==> src/rtl/pipe_ctrl_pkg.sv <==
// Shared types and constants for the pipeline stall/flush sequencer
// and its hazard detection helpers.
package pipe_ctrl_pkg;

  typedef enum logic [1:0] {
    RUN      = 2'd0,
    MEM_WAIT = 2'd1,
    TIMEOUT  = 2'd2
  } state_t;

  localparam logic [4:0] REG_ZERO         = 5'd0;
  localparam int         DEFAULT_MAX_WAIT = 16;

endpackage

==> src/rtl/hazard_detect.sv <==
// Combinational load-use compare between the ID source registers and the
// destination of a load sitting in EX.
import pipe_ctrl_pkg::*;

module hazard_detect (
  input  logic [4:0] i_id_rs1,
  input  logic [4:0] i_id_rs2,
  input  logic       i_id_uses_rs1,
  input  logic       i_id_uses_rs2,
  input  logic [4:0] i_ex_rd,
  input  logic       i_ex_mem_read,
  output logic       o_load_use
);

  logic w_rs1_hit;
  logic w_rs2_hit;

  // x0 is never a real producer, so a load targeting it cannot cause a hazard
  assign w_rs1_hit  = i_id_uses_rs1 && (i_id_rs1 == i_ex_rd);
  assign w_rs2_hit  = i_id_uses_rs2 && (i_id_rs2 == i_ex_rd);
  assign o_load_use = i_ex_mem_read && (i_ex_rd != REG_ZERO) && (w_rs1_hit || w_rs2_hit);

endmodule

==> src/rtl/pipeline_ctrl.sv <==
// Stall/flush sequencer for the 5-stage pipeline: arbitrates memory wait,
// taken branches and load-use hazards, with a memory-wait watchdog.
import pipe_ctrl_pkg::*;

module pipeline_ctrl #(
  parameter int MAX_WAIT = DEFAULT_MAX_WAIT,
  parameter int WAIT_W   = 5,
  parameter int CNT_W    = 32
) (
  input  logic             clk,
  input  logic             rst,
  input  logic [4:0]       id_rs1,
  input  logic [4:0]       id_rs2,
  input  logic             id_uses_rs1,
  input  logic             id_uses_rs2,
  input  logic [4:0]       ex_rd,
  input  logic             ex_mem_read,
  input  logic             ex_branch_taken,
  input  logic             mem_req,
  input  logic             mem_ready,
  output logic             pc_en,
  output logic             if_id_en,
  output logic             if_id_flush,
  output logic             id_ex_en,
  output logic             id_ex_flush,
  output logic             ex_mem_en,
  output logic             mem_wb_en,
  output logic             mem_wb_bubble,
  output logic             mem_timeout,
  output logic [CNT_W-1:0] stall_cnt
);

  state_t              r_state;
  state_t              w_state_nxt;
  logic [WAIT_W-1:0]   r_wait_cnt;
  logic [WAIT_W-1:0]   w_wait_nxt;
  logic                r_mem_timeout;
  logic                w_timeout_nxt;
  logic [CNT_W-1:0]    r_stall_cnt;
  logic                w_mem_stall;
  logic                w_load_use;

  assign w_mem_stall = mem_req && !mem_ready;

  hazard_detect u_hazard_detect (
    .i_id_rs1      (id_rs1),
    .i_id_rs2      (id_rs2),
    .i_id_uses_rs1 (id_uses_rs1),
    .i_id_uses_rs2 (id_uses_rs2),
    .i_ex_rd       (ex_rd),
    .i_ex_mem_read (ex_mem_read),
    .o_load_use    (w_load_use)
  );

  always_ff @(posedge clk) begin
    if (rst) begin
      r_state       <= RUN;
      r_wait_cnt    <= '0;
      r_mem_timeout <= 1'b0;
    end else begin
      r_state       <= w_state_nxt;
      r_wait_cnt    <= w_wait_nxt;
      r_mem_timeout <= w_timeout_nxt;
    end
  end

  // The first stalled cycle is spent in RUN, so MEM_WAIT trips the watchdog
  // when it sees the MAX_WAIT-th consecutive stall.
  always_comb begin
    w_state_nxt   = r_state;
    w_wait_nxt    = r_wait_cnt;
    w_timeout_nxt = r_mem_timeout;
    case (r_state)
      RUN: begin
        if (w_mem_stall) begin
          w_state_nxt = MEM_WAIT;
          w_wait_nxt  = WAIT_W'(1);
        end
      end
      MEM_WAIT: begin
        if (w_mem_stall) begin
          if (r_wait_cnt == WAIT_W'(MAX_WAIT - 1)) begin
            w_state_nxt   = TIMEOUT;
            w_timeout_nxt = 1'b1;
          end else begin
            w_wait_nxt = r_wait_cnt + WAIT_W'(1);
          end
        end else begin
          w_state_nxt = RUN;
          w_wait_nxt  = '0;
        end
      end
      TIMEOUT: begin
        w_timeout_nxt = 1'b1;
      end
      default: begin
        w_state_nxt = RUN;
        w_wait_nxt  = '0;
      end
    endcase
  end

  always_comb begin
    pc_en         = 1'b0;
    if_id_en      = 1'b0;
    if_id_flush   = 1'b0;
    id_ex_en      = 1'b0;
    id_ex_flush   = 1'b0;
    ex_mem_en     = 1'b0;
    mem_wb_en     = 1'b0;
    mem_wb_bubble = 1'b0;
    if (!rst && (r_state != TIMEOUT)) begin
      if (w_mem_stall) begin
        // WB retires a bubble so the held MEM result is not written twice
        mem_wb_en     = 1'b1;
        mem_wb_bubble = 1'b1;
      end else if (ex_branch_taken) begin
        pc_en       = 1'b1;
        if_id_en    = 1'b1;
        if_id_flush = 1'b1;
        id_ex_en    = 1'b1;
        id_ex_flush = 1'b1;
        ex_mem_en   = 1'b1;
        mem_wb_en   = 1'b1;
      end else if (w_load_use) begin
        id_ex_en    = 1'b1;
        id_ex_flush = 1'b1;
        ex_mem_en   = 1'b1;
        mem_wb_en   = 1'b1;
      end else begin
        pc_en     = 1'b1;
        if_id_en  = 1'b1;
        id_ex_en  = 1'b1;
        ex_mem_en = 1'b1;
        mem_wb_en = 1'b1;
      end
    end
  end

  always_ff @(posedge clk) begin
    if (rst) begin
      r_stall_cnt <= '0;
    end else if (!pc_en && !(&r_stall_cnt)) begin
      r_stall_cnt <= r_stall_cnt + CNT_W'(1);
    end
  end

  assign mem_timeout = r_mem_timeout;
  assign stall_cnt   = r_stall_cnt;

endmodule

==> config.mk <==
export PLATFORM = sky130hd
export DESIGN_NAME = pipeline_ctrl
export DESIGN_NICKNAME = d
export VERILOG_FILES = /design/src/rtl/pipe_ctrl_pkg.sv /design/src/rtl/hazard_detect.sv /design/src/rtl/pipeline_ctrl.sv
export SDC_FILE = /design/constraint.sdc
export NUM_CORES = 1
export LEC_CHECK = 0
export CORE_MARGIN = 10
export CORE_UTILIZATION = 44
export CTS_CLUSTER_SIZE = 8
export DETAILED_ROUTE_END_ITERATION = 7
export PLACE_DENSITY = 0.77
export SLEW_MARGIN = 20
export SYNTH_ARGS = -nofsm -noshare
export SYNTH_HDL_FRONTEND = slang
export SYNTH_SLANG_ARGS = --single-unit
==> constraint.sdc <==
create_clock -name clk -period 2.07 [get_ports clk]
set_input_delay 0.3105 -clock clk [delete_from_list [all_inputs] [get_ports clk]]
set_output_delay 0.3105 -clock clk [all_outputs]
set_load 0.05 [all_outputs]
* Word level (Yosys, flattened, before mapping) *
Cells that the tools add are included.

operators by class
  $add $sub $neg = 2
  eq/ne operators = 11
  bitwise logic cells = 1
  reductions and logical operators = 19
  multiplexer cells = 27

operator list
  kind                     count
  $add A32 B1 Y32 const B  1
  $reduce_and A32 Y1       1
  $mux W1                  18
  $mux W5                  3
  $pmux W5 S3              1
  $eq A5 B5 Y1             2
  $reduce_and A3 Y1        3
  $ne A2 B2 Y1 const B     4
  $logic_and A1 B1 Y1      7
  $mux W2                  3
  $ne A3 B3 Y1 const B     2
  $pmux W2 S3              1
  $add A5 B1 Y5 const B    1
  $eq A5 B4 Y1 const B     1
  $reduce_bool A5 Y1       1
  $logic_not A1 Y1         4
  $eq A2 B1 Y1 const B     1
  $eq A2 B2 Y1 const B     1
  $logic_not A2 Y1         1
  $pmux W1 S2              1
  $reduce_bool A2 Y1       1
  $logic_or A1 B1 Y1       1
  $not A1 Y1               1

storage, ports and cells
  logic and storage cells = 64
  output and inout bits = 41
  register bits after elaboration = 40

* Logic depth before layout (Yosys ltp) *
  depth in word-level cells = 10
  depth in mapped cells = 8
  mapped depth without buffers = 8

* Modules after synthesis *
From an unflattened synthesis, not the netlist that was laid out.

unflattened totals
  cells, all modules = 272
  area total of the unflattened synthesis = 2,263.4 um^2

by module, submodules not included
  module         cells an instance  area an instance (um^2)  times used
  pipeline_ctrl  255                2,129.5                  1
  hazard_detect  17                 133.9                    1

* Least setup slack after synthesis *
No wires, ideal clock.

  path kind = input port to output port
  start point = in mem_ready
  end point = out pc_en
  data arrival time = 2.917 ns
  stages on the path = 6
  slack = -1.158 ns
  cells stage by stage = nand2b_1 nor3b_1 o21a_1 buf_6 buf_2 buf_4

between the ends
  cells in the longest elaborated chain, start to end = 4

RTL lines
  element               RTL line             RTL
  start: declaration    pipeline_ctrl.sv:20  input logic mem_ready,
  $logic_not A1 Y1      pipeline_ctrl.sv:43  assign w_mem_stall = mem_req && !mem_ready;
  $logic_and A1 B1 Y1   pipeline_ctrl.sv:43
  $mux W1 (2 in a row)  n/a
  end: declaration      pipeline_ctrl.sv:21  output logic pc_en,

No other way between the ends.

* Worst setup path in the final report *
  start point = in id_rs2[0]
  end point = reg r_stall_cnt[2] (netlist: stall_cnt[2])

between the ends
  cells in the longest elaborated chain, start to end = 10

RTL lines
  element                 RTL line              RTL
  start: declaration      pipeline_ctrl.sv:13   input logic [4:0] id_rs2,
  $eq A5 B5 Y1            hazard_detect.sv:20   assign w_rs2_hit = i_id_uses_rs2 && (i_id_rs2 == i_ex_rd);
  $logic_and A1 B1 Y1     hazard_detect.sv:20
  $logic_or A1 B1 Y1      hazard_detect.sv:21   assign o_load_use = i_ex_mem_read && (i_ex_rd != REG_ZERO) && (w_rs1_hit || w_rs2_hit);
  $logic_and A1 B1 Y1     hazard_detect.sv:21
  $mux W1                 pipeline_ctrl.sv:125  end else if (w_load_use) begin
  $mux W1                 pipeline_ctrl.sv:117  end else if (ex_branch_taken) begin
  $mux W1                 pipeline_ctrl.sv:113  if (w_mem_stall) begin
  $mux W1                 pipeline_ctrl.sv:112  if (!rst && (r_state != TIMEOUT)) begin
  $logic_not A1 Y1        pipeline_ctrl.sv:143  end else if (!pc_en && !(&r_stall_cnt)) begin
  $logic_and A1 B1 Y1     pipeline_ctrl.sv:143
  end signal: assignment  pipeline_ctrl.sv:144  r_stall_cnt <= r_stall_cnt + CNT_W'(1);
  end: declaration        pipeline_ctrl.sv:39   logic [CNT_W-1:0] r_stall_cnt;

No other way between the ends.
A chain may end at the register's enable or synchronous reset.

==> key figures <==
Yosys
  • Mapped Area: between 2000 and 2500 µm²
  • Share of flip-flops with an asynchronous set or reset after synthesis: 0
  • Share of the synthesized area in the top cell type: 0.339
  • Synth Area per Inst: 8.32 µm²
  • Register bit total from synthesis: 40
  • Post-synthesis compound-gate area fraction: 0.167
  • Cell taking the most area after synthesis: dfxtp_1
  • XOR/XNOR share of the synthesized area: 0.0482
  • Adder and majority gate portion of the synthesized area: 0.0159
  • Count of unique library cells instantiated by Yosys: 46
  • Most instantiated cells after synthesis: dfxtp_1 (40), a21oi_1 (27), nor2_1 (21)
  • Simple-gate share of the synthesized area: 0.335
  • Net Count, Synth: 310
  • Synth top area cells: dfxtp_1 (34%), or4_1 (6.0%), a21oi_1 (5.7%)
  • Largest family of logic cells by synthesized area: simple AND/OR/NAND/NOR gates
  • Sequential-to-total area share from yosys stat: 0.339
  • Top_reg_cell synth: dfxtp_1
  • Number of warnings reported in the yosys synthesis log: 0
  • Mux share of post-synthesis cell area: 0.0429
  • Post-synthesis cell count: 284
  • Cell with the most instances after synthesis: dfxtp_1
  • Number of synthesized flops with an enable pin: 0

CTS
  • Clock transition at the register clock pins on the worst setup and hold paths after CTS: 0.09 ns
  • TritonCTS clock tree: yes
  • Clk Latency, worst-skew pair: roughly 0.30 ns
  • Num CTS Buffers: 5
  • Number of levels the H-tree was split into: 2
  • Clock tree buffer depth: 2
  • Number of sinks on the clock net: 40
  • Root buffer selected by CTS: clkbuf_8

STA
  • PnR worst setup slack: a little under 0.03 ns
  • Unrepaired setup endpoints after global routing: true
  • Final cycle utilization of the critical path: 0.986
  • Minimum clock period: 2.04 ns
  • Fmax: about 0.49 GHz
  • Number of max-slew violations in the final report: 0
  • Clock Skew: 0.0103 ns
  • Final count of hold timing violations: 0
  • Final count of negative-setup-slack endpoints: 0
  • Tightest Pin Transition: 0.537 ns
  • Remaining max-slew budget at the tightest pin: 0.642

Detailed routing
  • WL per Instance: between 15 and 20 µm
  • First DRT Iteration DRCs: 139
  • Final antenna-violating net count: 0
  • Total number of vias: around 2,500
  • Routed Wire Length: 7320 µm
  • Pre-Repair DR Iteration Count: 4
  • DRC: 0
  • Number of vias per cell: between 5 and 6

Die
  • Std cell rows: 26
  • Overall die width: 93.3 µm
  • Starting utilization of the core area: 0.457
  • IO Pins: 64
  • Placeable core region: between 5000 and 6000 µm²
  • Vertical die dimension: 93.3 µm
  • Die Footprint: between 8000 and 9000 µm²

Power
  • Cell internal pwr: 1.17 mW
  • Worst IR drop on VDD: 0.298 mV
  • Net switching fraction of the power: 0.278
  • Switching power total: 0.450 mW
  • Sequential share of power: 0.485
  • Pwr/cell area: ~450 nW/µm²
  • Part of the total power dissipated in combinational logic: 0.200
  • Leak: 1.29 nW
  • Clock group share of total power: 0.315

Placed design
  • Weighted congestion reported at the end of routability-driven placement: between 0.7 and 0.8
  • Port buffer count: 63
  • Placed wire-length estimate: between 4000 and 5000 µm
  • Worst-case setup slack after placement: -0.579 ns
  • Cell Area, Placed: 3280 µm²

Critical path
  • Nature of the critical path endpoint: flop
  • Critical path fanouts, max: 8
  • Ordered cell list for the critical path: clkdlybuf4s15_1, xor2_1, nor4_2, a32oi_2, o21a_4, buf_12, buf_16, or4_4, a21oi_2
  • Largest stage delay, worst path: 0.48 ns
  • Cell family with most CP delay: simple AND/OR/NAND/NOR gates
  • CP startpoint kind: input pin
  • Arrival time reported for the critical path endpoint: 2.28 ns
  • Cell with the biggest individual delay on the critical path: or4_4
  • Critical path required time: 2.31 ns
  • Kind of critical path: in2reg
  • Sum of buffers and inverters on the critical path: 3

Layout
  • Nets: 388
  • Final Instance Area: roughly 3600 µm²
  • Area delta synth->final: 52.8%
  • Proportion of layout cells with a drive suffix above 1: 0.337
  • Antenna diodes: 0

Worst hold path
  • Hold Crit Class: reg2reg

GRT
  • Initial antenna violation count: 0
  • All-layer global routing usage: 0.159
  • Pin count of the biggest net entering global routing: 50
  • Global-route wire length before repair: 11,700 µm
  • Total congestion overflow: 0
  • Number of global-route vias before repair: roughly 2,500

Run
  • Max capacitance violation total: 0

Outcome
  • Outcome: finished clean
what timing repair did:
item	CTS	global route
endpoints found under the setup margin	32	27
hold buffers	0	0
setup buffers	3	1
resized for setup	43	38
pin swaps	29	14
gates cloned	3	0
routing by layer:
layer,global-route usage,vias to the layer above,share of wire
met5,0,-,0
met4,0.0591,0,0.017
met3,0.0520,13,0.081
met2,0.280,84,0.51
met1,0.174,1208,0.39
li1,-,1219,-
worst paths after layout:
path | start | to | slack [ns] | depth (start not counted)
hold reg to reg | stall_cnt[11] | stall_cnt[11] | 0.49 | 2
hold / removal | stall_cnt[11] | stall_cnt[11] | 0.49 | 2
setup reg to reg | stall_cnt[9] | stall_cnt[18] | 0.10 | 6
setup / recovery | id_rs2[0] | stall_cnt[2] | 0.03 | 9
power groups by stage:
| stage | logic [mW] | clock network, mW | registers (mW) |
|---|---|---|---|
| 2_1_floorplan | 0.132 | 0 | 0.817 |
| 3_3_place_gp | 0.261 | 0 | 0.802 |
| 3_5_place_dp | 0.268 | 0 | 0.803 |
| 4_1_cts | 0.309 | 0.518 | 0.784 |
| 5_1_grt | 0.344 | 0.534 | 0.786 |
| 6_report | 0.323 | 0.509 | 0.785 |
cells in the final DEF (no fill, tap or decap), drive strengths merged, types with 2 or more instances in the layout:
cell type and n:
xor2 8, nand3 17, dlygate4sd2 3, dfxtp 40, inv 4, nand3b 2
nor2 21, o31ai 19, a21oi 27, buf 43, or4 19, nor2b 10
nor4 2, nand2 7, nand4 12, a21bo 2, o21a 2, nand2b 2
nor3 11, and2 8, ha 3, and4 4, o21ai 6, mux2 9
or3b 2, clkdlybuf4s50 40, xnor2 5, nor3b 2, and3 8, clkdlybuf4s15 3
clkbuf 7, a31oi 2
registers in the layout, indices dropped and copies added, names as in the netlist:
signal and flops:
r_state 2, stall_cnt 32, r_wait_cnt 5, mem_timeout 1
tightest hold or removal path, cell delays in order (launching register included):
cell     delay, ns
dfxtp_2       0.34
o31ai_2       0.06
a21oi_1       0.06
metrics by stage:
step / instances / power [mW] / utilization / hold slack [ns] / TNS, ns
6_report: 432 / 1.62 / 0.698 / 0.492 / 0
5_1_grt: 432 / 1.66 / 0.698 / 0.518 / -0.558
4_1_cts: 431 / 1.61 / 0.677 / 0.486 / 0
3_3_place_gp: 418 / 1.06 / 0.634 / 0.455 / -14.17
3_5_place_dp: 418 / 1.07 / 0.634 / 0.462 / -16.74
2_1_floorplan: 284 / 0.948 / - / 0.457 / -0.0186
cells by family after synthesis:
kind of cell             after synthesis
adder cells (fa/ha/maj)                3
flip-flops                            40
AND/OR/NAND/NOR                      132
buffers and inverters                 25
multiplexers                           9
AO/OA/AOI/OAI                         62
XOR/XNOR                              13
cell type report:
type | instances | area, µm²
clock buffers | 5 | 68.8
flip-flops and latches | 40 | 831
multi-input cells | 219 | 1590
repair buffers | 92 | 1010
well taps | 70 | 87.6
clock inverters | 2 | 12.5
fillers | 411 | 1560
inverters | 4 | 15.0
Note: power is estimated with default switching activity, not from simulation.
